[config.mk]
export PLATFORM = sky130hd
export DESIGN_NAME = toggle_pulse_scheduler
export DESIGN_NICKNAME = d
export VERILOG_FILES = /design/src/rtl/toggle_sched_pkg.sv /design/src/rtl/gap_down_counter.sv /design/src/rtl/toggle_pulse_scheduler.sv
export SDC_FILE = /design/constraint.sdc
export NUM_CORES = 1
export LEC_CHECK = 0
export BUFFER_PORTS_ARGS = -buffer_cell sky130_fd_sc_hd__buf_4
export CAP_MARGIN = 20
export CORE_UTILIZATION = 56
export CTS_BUF_LIST = sky130_fd_sc_hd__clkbuf_16
export CTS_CLUSTER_DIAMETER = 100
export DETAILED_ROUTE_END_ITERATION = 10
export GPL_TIMING_DRIVEN = 0
export PLACE_DENSITY = 0.83
export SYNTH_ARGS = -nofsm -noshare
export SYNTH_HDL_FRONTEND = slang
export SYNTH_SLANG_ARGS = --single-unit
[constraint.sdc]
create_clock -name CLK -period 3.2 [get_ports CLK]
set_input_delay 0.32 -clock CLK [delete_from_list [all_inputs] [get_ports CLK]]
set_output_delay 0.32 -clock CLK [all_outputs]
set_load 0.01 [all_outputs]
[src/rtl/toggle_sched_pkg.sv]
// Shared types for the toggle pulse scheduler: FSM state encoding and default field widths.
package toggle_sched_pkg;

    localparam int CNT_W_DEF = 8;
    localparam int GAP_W_DEF = 8;

    typedef enum logic [1:0] {
        IDLE  = 2'd0,
        PULSE = 2'd1,
        GAP   = 2'd2,
        DONE  = 2'd3
    } state_t;

endpackage

[src/rtl/gap_down_counter.sv]
// Loadable down counter for the inter-pulse gap; expire flags the last low cycle.
module gap_down_counter #(
    parameter int W = 8
) (
    input  logic         i_clk,
    input  logic         i_rstn,
    input  logic         i_clear,
    input  logic         i_load,
    input  logic [W-1:0] i_load_val,
    input  logic         i_dec,
    output logic [W-1:0] o_count,
    output logic         o_expire
);

    logic [W-1:0] r_count;

    always_ff @(posedge i_clk) begin
        if (!i_rstn) begin
            r_count <= '0;
        end else if (i_clear) begin
            r_count <= '0;
        end else if (i_load) begin
            r_count <= i_load_val;
        end else if (i_dec && (r_count != '0)) begin
            r_count <= r_count - 1'b1;
        end
    end

    // A count of 1 means this is the final gap cycle; the FSM leaves GAP on this edge.
    assign o_expire = (r_count <= W'(1));
    assign o_count  = r_count;

endmodule

[src/rtl/toggle_pulse_scheduler.sv]
// Emits cmd_count one-cycle T strobes separated by cmd_gap low cycles, with abort/busy/done.
// Handshake: a command transfers on a CLK edge where cmd_valid && cmd_ready; cmd_ready is high only in IDLE with abort low.
module toggle_pulse_scheduler
    import toggle_sched_pkg::*;
#(
    parameter int CNT_W = CNT_W_DEF,
    parameter int GAP_W = GAP_W_DEF
) (
    input  logic             CLK,
    input  logic             RSTn,
    input  logic             cmd_valid,
    output logic             cmd_ready,
    input  logic [CNT_W-1:0] cmd_count,
    input  logic [GAP_W-1:0] cmd_gap,
    input  logic             abort,
    output logic             T,
    output logic             busy,
    output logic             done,
    output state_t           o_state
);

    state_t           r_state;
    state_t           w_state_nxt;
    logic [CNT_W-1:0] r_cnt;
    logic [GAP_W-1:0] r_gap;
    logic             r_t;
    logic             r_busy;
    logic             r_done;

    logic             w_accept;
    logic [CNT_W-1:0] w_cnt_dec;
    logic             w_gap_load;
    logic             w_gap_dec;
    logic             w_gap_clear;
    logic             w_gap_expire;
    logic [GAP_W-1:0] w_gap_count;

    assign cmd_ready = (r_state == IDLE) && !abort;
    assign w_accept  = cmd_valid && cmd_ready;
    assign w_cnt_dec = r_cnt - 1'b1;

    gap_down_counter #(
        .W (GAP_W)
    ) u_gap_cnt (
        .i_clk      (CLK),
        .i_rstn     (RSTn),
        .i_clear    (w_gap_clear),
        .i_load     (w_gap_load),
        .i_load_val (r_gap),
        .i_dec      (w_gap_dec),
        .o_count    (w_gap_count),
        .o_expire   (w_gap_expire)
    );

    always_comb begin
        w_state_nxt = r_state;
        w_gap_load  = 1'b0;
        w_gap_dec   = 1'b0;
        w_gap_clear = 1'b0;
        case (r_state)
            IDLE: begin
                if (w_accept) begin
                    w_state_nxt = (cmd_count == '0) ? DONE : PULSE;
                end
            end
            PULSE: begin
                if (abort) begin
                    w_state_nxt = IDLE;
                    w_gap_clear = 1'b1;
                end else if (w_cnt_dec == '0) begin
                    w_state_nxt = DONE;
                end else if (r_gap == '0) begin
                    w_state_nxt = PULSE;
                end else begin
                    w_state_nxt = GAP;
                    w_gap_load  = 1'b1;
                end
            end
            GAP: begin
                if (abort) begin
                    w_state_nxt = IDLE;
                    w_gap_clear = 1'b1;
                end else begin
                    w_gap_dec = 1'b1;
                    if (w_gap_expire) begin
                        w_state_nxt = PULSE;
                    end
                end
            end
            DONE: begin
                w_state_nxt = IDLE;
                w_gap_clear = abort;
            end
            default: begin
                w_state_nxt = IDLE;
            end
        endcase
    end

    always_ff @(posedge CLK) begin
        if (!RSTn) begin
            r_state <= IDLE;
            r_cnt   <= '0;
            r_gap   <= '0;
            r_t     <= 1'b0;
            r_busy  <= 1'b0;
            r_done  <= 1'b0;
        end else begin
            r_state <= w_state_nxt;
            // Outputs are registered copies of the next state so T never sees an input combinationally.
            r_t     <= (w_state_nxt == PULSE);
            r_busy  <= (w_state_nxt == PULSE) || (w_state_nxt == GAP);
            r_done  <= (w_state_nxt == DONE);
            if (w_accept) begin
                r_cnt <= cmd_count;
                r_gap <= cmd_gap;
            end else if (abort && (r_state != IDLE)) begin
                r_cnt <= '0;
                r_gap <= '0;
            end else if ((r_state == PULSE) && (r_cnt != '0)) begin
                r_cnt <= w_cnt_dec;
            end
        end
    end

    assign T       = r_t;
    assign busy    = r_busy;
    assign done    = r_done;
    assign o_state = r_state;

endmodule
==> results of run 1 <==
registers in the layout (all words and copies together) (netlist names):
name / count
busy: 1
r_gap: 8
T: 1
u_gap_cnt.o_count: 8
r_cnt: 8
o_state: 2
done: 1
worst max-delay path, stage by stage, from the launching register on:
cell,delay (ns)
dfxtp_1,0.35
buf_6,0.14
inv_1,0.08
ha_1,0.20
clkbuf_8,0.16
o41ai_1,0.44
nand4_2,0.23
o211ai_2,0.34
buf_6,0.19
nor2_1,0.05
a211oi_1,0.19
per-layer routing:
layer,track usage,up-vias,part of all wire
met5,0,-,0
li1,-,795,-
met2,0.420,84,0.45
met1,0.338,768,0.44
met4,0.167,0,0.031
met3,0.0783,12,0.081
cells in the mapped netlist (all sizes together), types with 2 or more instances:
master	number
buf	6
a21oi	6
a221oi	3
nand2b	2
o21a	3
xnor2	5
nor4	6
a32oi	3
o31ai	2
a211oi	11
ha	7
dfxtp	29
nand2	9
o21ai	6
inv	6
clkbuf	5
a31oi	3
o211ai	2
or3	5
nor2	29
and2	3
mux2i	2
nor3	13
nand3	2
a22oi	9
o311ai	2
through the flow:
| stage | worst slack [ns] | instance area, sq um | instances |
|---|---|---|---|
| 2_1_floorplan | 0.975 | 1690 | 195 |
| 3_3_place_gp | 0.766 | 1920 | 251 |
| 3_5_place_dp | 0.733 | 1920 | 251 |
| 4_1_cts | 0.718 | 2080 | 259 |
| 5_1_grt | 0.535 | 2080 | 259 |
| 6_report | 0.717 | 2080 | 259 |
worst max path at each step:
stage                                     start                           endpoint  slack, ns  depth (start not counted)
final                     r_cnt[0]$_SDFFE_PN0P_  u_gap_cnt.o_count[2]$_SDFFE_PP0P_       0.72                         10
after global routing      r_cnt[0]$_SDFFE_PN0P_  u_gap_cnt.o_count[0]$_SDFFE_PP0P_       0.53                         10
after global placement    r_cnt[0]$_SDFFE_PN0P_  u_gap_cnt.o_count[0]$_SDFFE_PP0P_       0.77                         10
after CTS                 r_cnt[0]$_SDFFE_PN0P_  u_gap_cnt.o_count[2]$_SDFFE_PP0P_       0.72                         10
after detailed placement  r_cnt[0]$_SDFFE_PN0P_  u_gap_cnt.o_count[2]$_SDFFE_PP0P_       0.73                         10
after floorplan           r_cnt[3]$_SDFFE_PN0P_                       T$_SDFF_PN0_       0.97                          8
power groups by stage:
| stage | sequential (uW) | combinational (uW) | clock, uW |
|---|---|---|---|
| 2_1_floorplan | 415 | 219 | 0 |
| 3_3_place_gp | 417 | 278 | 0 |
| 3_5_place_dp | 419 | 288 | 0 |
| 4_1_cts | 412 | 291 | 528 |
| 5_1_grt | 415 | 324 | 544 |
| 6_report | 412 | 295 | 526 |
area by class of cell:
| class | instances | area, sq um |
|---|---|---|
| buffer | 11 | 88.8 |
| fill | 220 | 727 |
| timing repair buffer | 25 | 188 |
| multi-input combinational | 148 | 993 |
| sequential | 29 | 581 |
| inverter | 7 | 26.3 |
| tap | 31 | 38.8 |
| clock buffer | 5 | 125 |
| clock inverter | 3 | 37.5 |
logic make-up (layout without fill, tap and decap cells):
logic type,count (synthesis),in the layout,share of synthesized area
buffers and inverters,18,51,0.0681
multiplexers,2,2,0.0119
XOR/XNOR,6,6,0.0311
AND/OR/NAND/NOR,78,78,0.251
flip-flops,29,29,0.344
adder cells (fa/ha/maj),7,7,0.0518
AO/OA/AOI/OAI,55,55,0.242
==> impl_metrics.json, run 1 <==
{
  "outcome": "finished with violations",
  "violations": "DRC",
  "rsz0062_at_grt": "no",
  "holdBufCountCts": 0,
  "synthTopCellsByArea": "dfxtp_1 34%, nor2_1 6.4%, ha_1 5.2%, a211oi_1 4.9%, nor3_1 3.9%",
  "rrSetupSlack_ns": 0.72,
  "min_to": "r_gap[2]$_SDFFE_PN0P_",
  "avgSynthCellArea_sq_um": 8.66,
  "p_clk_frac": 0.426,
  "hold_class": "in -> reg",
  "worstPathMaxFanout": 10,
  "placementRows": 19,
  "drive_gt1_frac": 0.211,
  "postLayoutCoreUtil": 0.741,
  "coreArea_sq_um": 2810,
  "hold_path_depth": 3,
  "holdWs_ns": 0.293,
  "total_power_uw": 1230,
  "final_nets": 254,
  "pwr-share-comb": 0.239,
  "post-route-period-util": 0.776,
  "n_antenna_cell": 0,
  "synthDistinctLibCells": 49,
  "final-max-slew-violation-count": 0,
  "grt_util_all_layers": 0.274,
  "period_needed_ns": 2.48,
  "yosysWarnings": 0,
  "power_leakage_uw": 0.000854,
  "setup_tns_ns": 0,
  "syn_area_sq_um": 1690,
  "synth_ff_type": "dfxtp_1",
  "syn_to_final_growth_pct": 23.0,
  "async_reset_ff_frac": 0,
  "netlist.area_leader.share": 0.344,
  "insertion_delay_ns": 0.28,
  "cts_num_sinks": 29,
  "path_clk_slew_ns": 0.05,
  "relSlewSlack": 0.557,
  "grt_start_max_net_pins": 11,
  "synth_edf_count": 0,
  "syn_inst": 195,
  "numCtsBuffers": 5,
  "fin_skew_ns": 0.00453,
  "grt_pass1_vias": 1572,
  "die_area_sq_um": 3240,
  "cts_tree": "built",
  "ir_worst_vdd_uv": 489,
  "power_switching_uw": 348,
  "grt-ovfl-total": 0,
  "io_pins": 26,
  "drt_wl_total_mm": 4.05,
  "cellPowerDensity_nw_per_um2": 593,
  "seq_area_frac_synth": 0.344,
  "p_int_uw": 885,
  "gp_congestion": 0.829,
  "viasPerCell": 6.41,
  "vias": 1659,
  "start_util": 0.602,
  "cp-start-kind": "flop",
  "drt_first_pass_iters": 8,
  "ctsLongestPathBuffers": 2,
  "max_cap_violations": 0,
  "port_buffers": 25,
  "fmax_mhz": 403,
  "dpl.hpwl_mm": 2.84,
  "cts_root_buf": "clkbuf_16",
  "grt_pass1_wl_mm": 6.76,
  "cts_repair_resize_count": 0,
  "required_ns": 3.39,
  "hold_viol": 0,
  "mostFrequentLayoutCells": "29 x dfxtp_1, 29 x nor2_1, 27 x buf_4",
  "post_cts_buffers": 0,
  "seq_power_share": 0.334,
  "drc_errors": 4,
  "sw_frac_of_total": 0.283,
  "worstMarginPinSlew_ns": 0.661,
  "yosysTopAreaCell": "dfxtp_1",
  "synth_fp_nets": 222,
  "setup_violations": 0,
  "worstHoldStart": "cmd_gap[2]",
  "antenna_found_initial": 0,
  "ys_ff_latch": 29,
  "htree_num_levels": 2,
  "worstPathArrival_ns": 2.68,
  "avgRoutedWirePerCell_microns": 15.6,
  "fp.dieW_microns": 56.9,
  "cp-end-kind": "flop",
  "crit_type": "reg -> reg",
  "antenna_left": 0,
  "drt_iter0_markers": 99,
  "reg2reg_depth": 10,
  "dieHeight_microns": 56.9,
  "rr_startpoint": "r_cnt[0]$_SDFFE_PN0P_",
  "r2r-end": "u_gap_cnt.o_count[2]$_SDFFE_PP0P_"
}
No activity file was read; power rests on OpenSTA's default activity.
==> run 2, diff against run 1 <==
==> constraint.sdc (replaced) <==
create_clock -name CLK -period 2.4 [get_ports CLK]
set_input_delay 0.24 -clock CLK [delete_from_list [all_inputs] [get_ports CLK]]
set_output_delay 0.24 -clock CLK [all_outputs]
set_load 0.01 [all_outputs]
==> run 2 against run 1 <==
The run still ends with DRC left. Sequential power increased by 34%. Clock skew about the same. Largest cell class unchanged. Worst hold slack got worse by 0.080 ns.
==> impl_metrics.json, run 2 (synthesized netlist as in run 1, its figures left out) <==
{
  "min_to": "r_gap[2]$_SDFFE_PN0P_",
  "ir_worst_vdd_uv": 664,
  "rsz0062_at_grt": "yes",
  "start_util": 0.602,
  "grt-ovfl-total": 0,
  "final-max-slew-violation-count": 0,
  "p_clk_frac": 0.416,
  "placementRows": 19,
  "cts_tree": "built",
  "p_int_uw": 1190,
  "dpl.hpwl_mm": 2.84,
  "drive_gt1_frac": 0.236,
  "insertion_delay_ns": 0.28,
  "pwr-share-comb": 0.255,
  "syn_to_final_growth_pct": 26.0,
  "period_needed_ns": 2.31,
  "numCtsBuffers": 5,
  "post-route-period-util": 0.963,
  "gp_congestion": 0.829,
  "grt_start_max_net_pins": 11,
  "antenna_found_initial": 0,
  "avgRoutedWirePerCell_microns": 15.9,
  "drc_errors": 4,
  "max_cap_violations": 0,
  "fin_skew_ns": 0.00419,
  "preCtsSetupSlack_ns": -0.0672,
  "rrSetupSlack_ns": 0.09,
  "worstMarginPinSlew_ns": 0.638,
  "htree_num_levels": 2,
  "hold_class": "in -> reg",
  "sw_frac_of_total": 0.290,
  "fmax_mhz": 432,
  "worstPathArrival_ns": 2.53,
  "total_power_uw": 1680,
  "violations": "DRC",
  "fp.dieW_microns": 56.9,
  "ctsLongestPathBuffers": 2,
  "antenna_left": 0,
  "die_area_sq_um": 3240,
  "cellPowerDensity_nw_per_um2": 789,
  "viasPerCell": 6.38,
  "n_antenna_cell": 0,
  "io_pins": 26,
  "grt_pass1_vias": 1586,
  "seq_power_share": 0.329,
  "power_switching_uw": 486,
  "power_leakage_uw": 0.000875,
  "drt_first_pass_iters": 7,
  "final_nets": 255,
  "required_ns": 2.61,
  "timing.final.ws_setup_ns": 0.0878,
  "final_common_cell": "nor2_1",
  "grt_pass1_wl_mm": 6.79,
  "cts_num_sinks": 29,
  "cts_root_buf": "clkbuf_16",
  "mostFrequentLayoutCells": "29 x nor2_1, 28 x buf_4, 27 x dfxtp_1",
  "cp-start-kind": "flop",
  "setup_violations": 0,
  "outcome": "finished with violations",
  "worstHoldStart": "cmd_gap[2]",
  "path_clk_slew_ns": 0.05,
  "worstPathMaxFanout": 8,
  "hold_viol": 0,
  "drt_iter0_markers": 104,
  "drt_wl_total_mm": 4.13,
  "dieHeight_microns": 56.9,
  "port_buffers": 25,
  "vias": 1658,
  "reg2reg_depth": 8,
  "relSlewSlack": 0.573,
  "crit_type": "reg -> reg",
  "coreArea_sq_um": 2810,
  "rr_startpoint": "r_cnt[3]$_SDFFE_PN0P_",
  "setup_tns_ns": 0,
  "hold_path_depth": 3,
  "r2r-end": "busy$_SDFF_PN0_",
  "grt_util_all_layers": 0.276,
  "cp-end-kind": "flop"
}
==> run 2: area by class of cell <==
type	instances	area, sq um
Tap cell	31	38.8
Multi-Input combinational cell	148	1030
Clock inverter	3	37.5
Sequential cell	29	583
Buffer	11	88.8
Timing Repair Buffer	26	195
Inverter	7	26.3
Clock buffer	5	125
Fill cell	207	677
==> run 2: worst max path at each step <==
stage                                                    to                  start  depth (start not counted)  slack [ns]
final                                       busy$_SDFF_PN0_  r_cnt[3]$_SDFFE_PN0P_                          8        0.09
after global routing                        busy$_SDFF_PN0_  r_cnt[3]$_SDFFE_PN0P_                          8      -0.004
after CTS                                   busy$_SDFF_PN0_  r_cnt[0]$_SDFFE_PN0P_                         10       0.008
after detailed placement  u_gap_cnt.o_count[2]$_SDFFE_PP0P_  r_cnt[0]$_SDFFE_PN0P_                         10       -0.07
after global placement    u_gap_cnt.o_count[0]$_SDFFE_PP0P_  r_cnt[0]$_SDFFE_PN0P_                         10       -0.03
after floorplan                                T$_SDFF_PN0_  r_cnt[3]$_SDFFE_PN0P_                          8        0.17
==> run 2: repair_timing <==
action,CTS,global route
pin swaps,1,4
hold buffers,0,0
gates resized for setup,3,5
endpoints found under the setup margin,5,8
buffers inserted,0,1
==> run 2: layer usage <==
metal | vias up | wire length (microns) | GRT usage
li1 | 791 | - | -
met1 | 774 | 1750 | 0.341
met2 | 84 | 1910 | 0.424
met3 | 9 | 376 | 0.0783
met4 | 0 | 95 | 0.171
met5 | - | 0 | 0
==> run 2: power groups by stage <==
stage / clock network (uW) / registers (uW) / logic, uW
finish: 699 / 552 / 428
global route: 726 / 555 / 466
CTS: 704 / 550 / 403
detailed placement: 0 / 559 / 383
global placement: 0 / 556 / 370
floorplan: 0 / 553 / 292
==> run 2: per-stage QoR <==
step | area [sq um] | hold WS, ns | util | instances
4_1_cts | 2100 | 0.214 | 0.750 | 259
3_5_place_dp | 1920 | 0.498 | 0.683 | 251
2_1_floorplan | 1690 | 0.358 | - | 195
5_1_grt | 2130 | 0.217 | 0.759 | 260
6_report | 2130 | 0.213 | 0.759 | 260
3_3_place_gp | 1920 | 0.490 | 0.683 | 251
==> run 2: critical path, cell delays in order (launching register included) <==
cell and delay [ns]:
dfxtp_1 0.30, buf_6 0.13, or3_4 0.38, or4_4 0.46
nand4_4 0.13, o21ai_2 0.07, a221o_1 0.37, ha_1 0.31
nor2_1 0.09
==> run 3, diff against run 2 <==
--- a/config.mk
+++ b/config.mk
@@ -7,12 +7,12 @@
 export LEC_CHECK = 0
 export BUFFER_PORTS_ARGS = -buffer_cell sky130_fd_sc_hd__buf_4
 export CAP_MARGIN = 20
-export CORE_UTILIZATION = 56
+export CORE_UTILIZATION = 60
 export CTS_BUF_LIST = sky130_fd_sc_hd__clkbuf_16
 export CTS_CLUSTER_DIAMETER = 100
 export DETAILED_ROUTE_END_ITERATION = 10
 export GPL_TIMING_DRIVEN = 0
-export PLACE_DENSITY = 0.83
+export PLACE_DENSITY = 0.88
 export SYNTH_ARGS = -nofsm -noshare
 export SYNTH_HDL_FRONTEND = slang
 export SYNTH_SLANG_ARGS = --single-unit
==> constraint.sdc (replaced) <==
create_clock -name CLK -period 2.7 [get_ports CLK]
set_input_delay 0.27 -clock CLK [delete_from_list [all_inputs] [get_ports CLK]]
set_output_delay 0.27 -clock CLK [all_outputs]
set_load 0.01 [all_outputs]
==> run 3 against run 2 <==
The flow now finishes without violations. Worst setup slack improved by 0.051 ns. Critical path type unchanged. Global-route usage increased by 5.7 points. Core utilization is 4.1 points higher. Non-clock buffer count fell by 1. Sequential power fell by 11%. Highest routed layer unchanged. Sequential cell count did not move. Largest power group unchanged. Power fell by 18%.
==> impl_metrics.json, run 3 (synthesized netlist as in run 1, its figures left out) <==
{
  "outcome": "finished clean",
  "seq_power_share": 0.354,
  "path_buf_inv": 4,
  "holdBufCountCts": 0,
  "hold_class": "in -> reg",
  "drive_gt1_frac": 0.215,
  "sw_frac_of_total": 0.309,
  "dieHeight_microns": 55.1,
  "drt_wl_total_mm": 4.31,
  "drt_iter0_markers": 69,
  "ctsLongestPathBuffers": 2,
  "power_leakage_uw": 0.000846,
  "avgRoutedWirePerCell_microns": 16.7,
  "vias": 1654,
  "slowest_delay_ns": 0.48,
  "gp_congestion": 0.902,
  "start_util": 0.658,
  "io_pins": 26,
  "coreArea_sq_um": 2570,
  "crit_top_cell": "buf_6",
  "grt_start_max_net_pins": 11,
  "required_ns": 2.89,
  "dpl.hpwl_mm": 2.95,
  "rsz0062_at_grt": "no",
  "pwr-share-comb": 0.261,
  "cp-end-kind": "flop",
  "final-max-slew-violation-count": 0,
  "drt_first_pass_iters": 4,
  "crit_slowest_cell": "o41ai_1",
  "crit_family": "compound AO/OA/AOI/OAI gates",
  "grt_util_all_layers": 0.333,
  "die_area_sq_um": 3030,
  "p_clk_frac": 0.385,
  "setup_tns_ns": 0,
  "post_cts_buffers": 0,
  "crit_type": "reg -> reg",
  "cts_num_sinks": 29,
  "antenna_left": 0,
  "drc_errors": 0,
  "hold_viol": 0,
  "total_power_uw": 1380,
  "fp.dieW_microns": 55.1,
  "crit_path_cell_trace": "buf_6 > inv_1 > ha_1 > clkbuf_8 > o41ai_1 > nand4_2 > o211ai_2 > buf_6 > nor2_1 > a211oi_1",
  "max_cap_violations": 0,
  "setup_violations": 0,
  "numCtsBuffers": 5,
  "cts_repair_resize_count": 0,
  "final_nets": 254,
  "ir_worst_vdd_uv": 666,
  "post-route-period-util": 0.949,
  "cts_tree": "built",
  "port_buffers": 25,
  "n_fill_cell": 175,
  "fin_skew_ns": 0.00369,
  "mostFrequentLayoutCells": "29 x dfxtp_1, 29 x nor2_1, 27 x buf_4",
  "syn_to_final_growth_pct": 21.6,
  "path_clk_slew_ns": 0.05,
  "cellPowerDensity_nw_per_um2": 673,
  "period_needed_ns": 2.56,
  "insertion_delay_ns": 0.28,
  "grt_pass1_vias": 1501,
  "cp-start-kind": "flop",
  "fmax_mhz": 390,
  "power_switching_uw": 426,
  "grt-ovfl-total": 0,
  "placementRows": 18,
  "p_int_uw": 955,
  "worstPathArrival_ns": 2.75,
  "cts_root_buf": "clkbuf_16",
  "worstMarginPinSlew_ns": 0.740,
  "antenna_found_initial": 0,
  "n_antenna_cell": 0,
  "worstPathMaxFanout": 10,
  "grt_pass1_wl_mm": 6.97,
  "relSlewSlack": 0.504,
  "viasPerCell": 6.41,
  "htree_num_levels": 2
}
[run 3: metrics by stage]
stage / hold slack, ns / setup WS, ns / utilization / instances / area (sq um)
after floorplan: 0.388 / 0.475 / - / 195 / 1690
after global placement: 0.513 / 0.264 / 0.746 / 250 / 1910
after detailed placement: 0.520 / 0.219 / 0.746 / 250 / 1910
after CTS: 0.244 / 0.184 / 0.800 / 258 / 2050
after global routing: 0.267 / 0.00113 / 0.800 / 258 / 2050
final: 0.246 / 0.139 / 0.800 / 258 / 2050
[run 3: worst register-to-register path: cells and delay by family, from the launching register on]
family          cells  cell delay, ns
simple gates        2            0.28
compound gates      3            1.02
flops               1            0.35
buf+inv             4            0.60
fa+ha+maj           1            0.22
[run 3: final cells by class]
class	count	area [sq um]	area share
flip-flops and latches	29	581	0.283
well taps	30	37.5	0.0183
inverters	7	26.3	0.0128
clock buffers	5	125	0.0609
multi-input cells	148	993	0.484
clock inverters	3	13.8	0.00670
repair buffers	25	188	0.0914
plain buffers	11	88.8	0.0433
[run 3: worst paths after layout]
check | from | to | slack [ns] | cells past startpoint
setup reg to reg | r_cnt[0]$_SDFFE_PN0P_ | u_gap_cnt.o_count[0]$_SDFFE_PP0P_ | 0.14 | 10
hold / removal | cmd_gap[0] | r_gap[0]$_SDFFE_PN0P_ | 0.25 | 3
setup / recovery | r_cnt[0]$_SDFFE_PN0P_ | u_gap_cnt.o_count[0]$_SDFFE_PP0P_ | 0.14 | 10
hold reg to reg | r_gap[3]$_SDFFE_PN0P_ | u_gap_cnt.o_count[3]$_SDFFE_PP0P_ | 0.53 | 2
[run 3: layer usage]
| layer | up-vias | part of all wire | track usage |
|---|---|---|---|
| li1 | 794 | - | - |
| met1 | 770 | 0.43 | 0.404 |
| met2 | 77 | 0.48 | 0.542 |
| met3 | 13 | 0.073 | 0.0984 |
| met4 | 0 | 0.022 | 0.142 |
| met5 | - | 0 | 0 |
[run 3: power by group through the flow]
stage / clock (uW) / sequential (uW) / combinational, uW
final: 531 / 490 / 361
after global routing: 551 / 494 / 393
after CTS: 530 / 489 / 352
after detailed placement: 0 / 497 / 345
after global placement: 0 / 494 / 329
after floorplan: 0 / 491 / 260
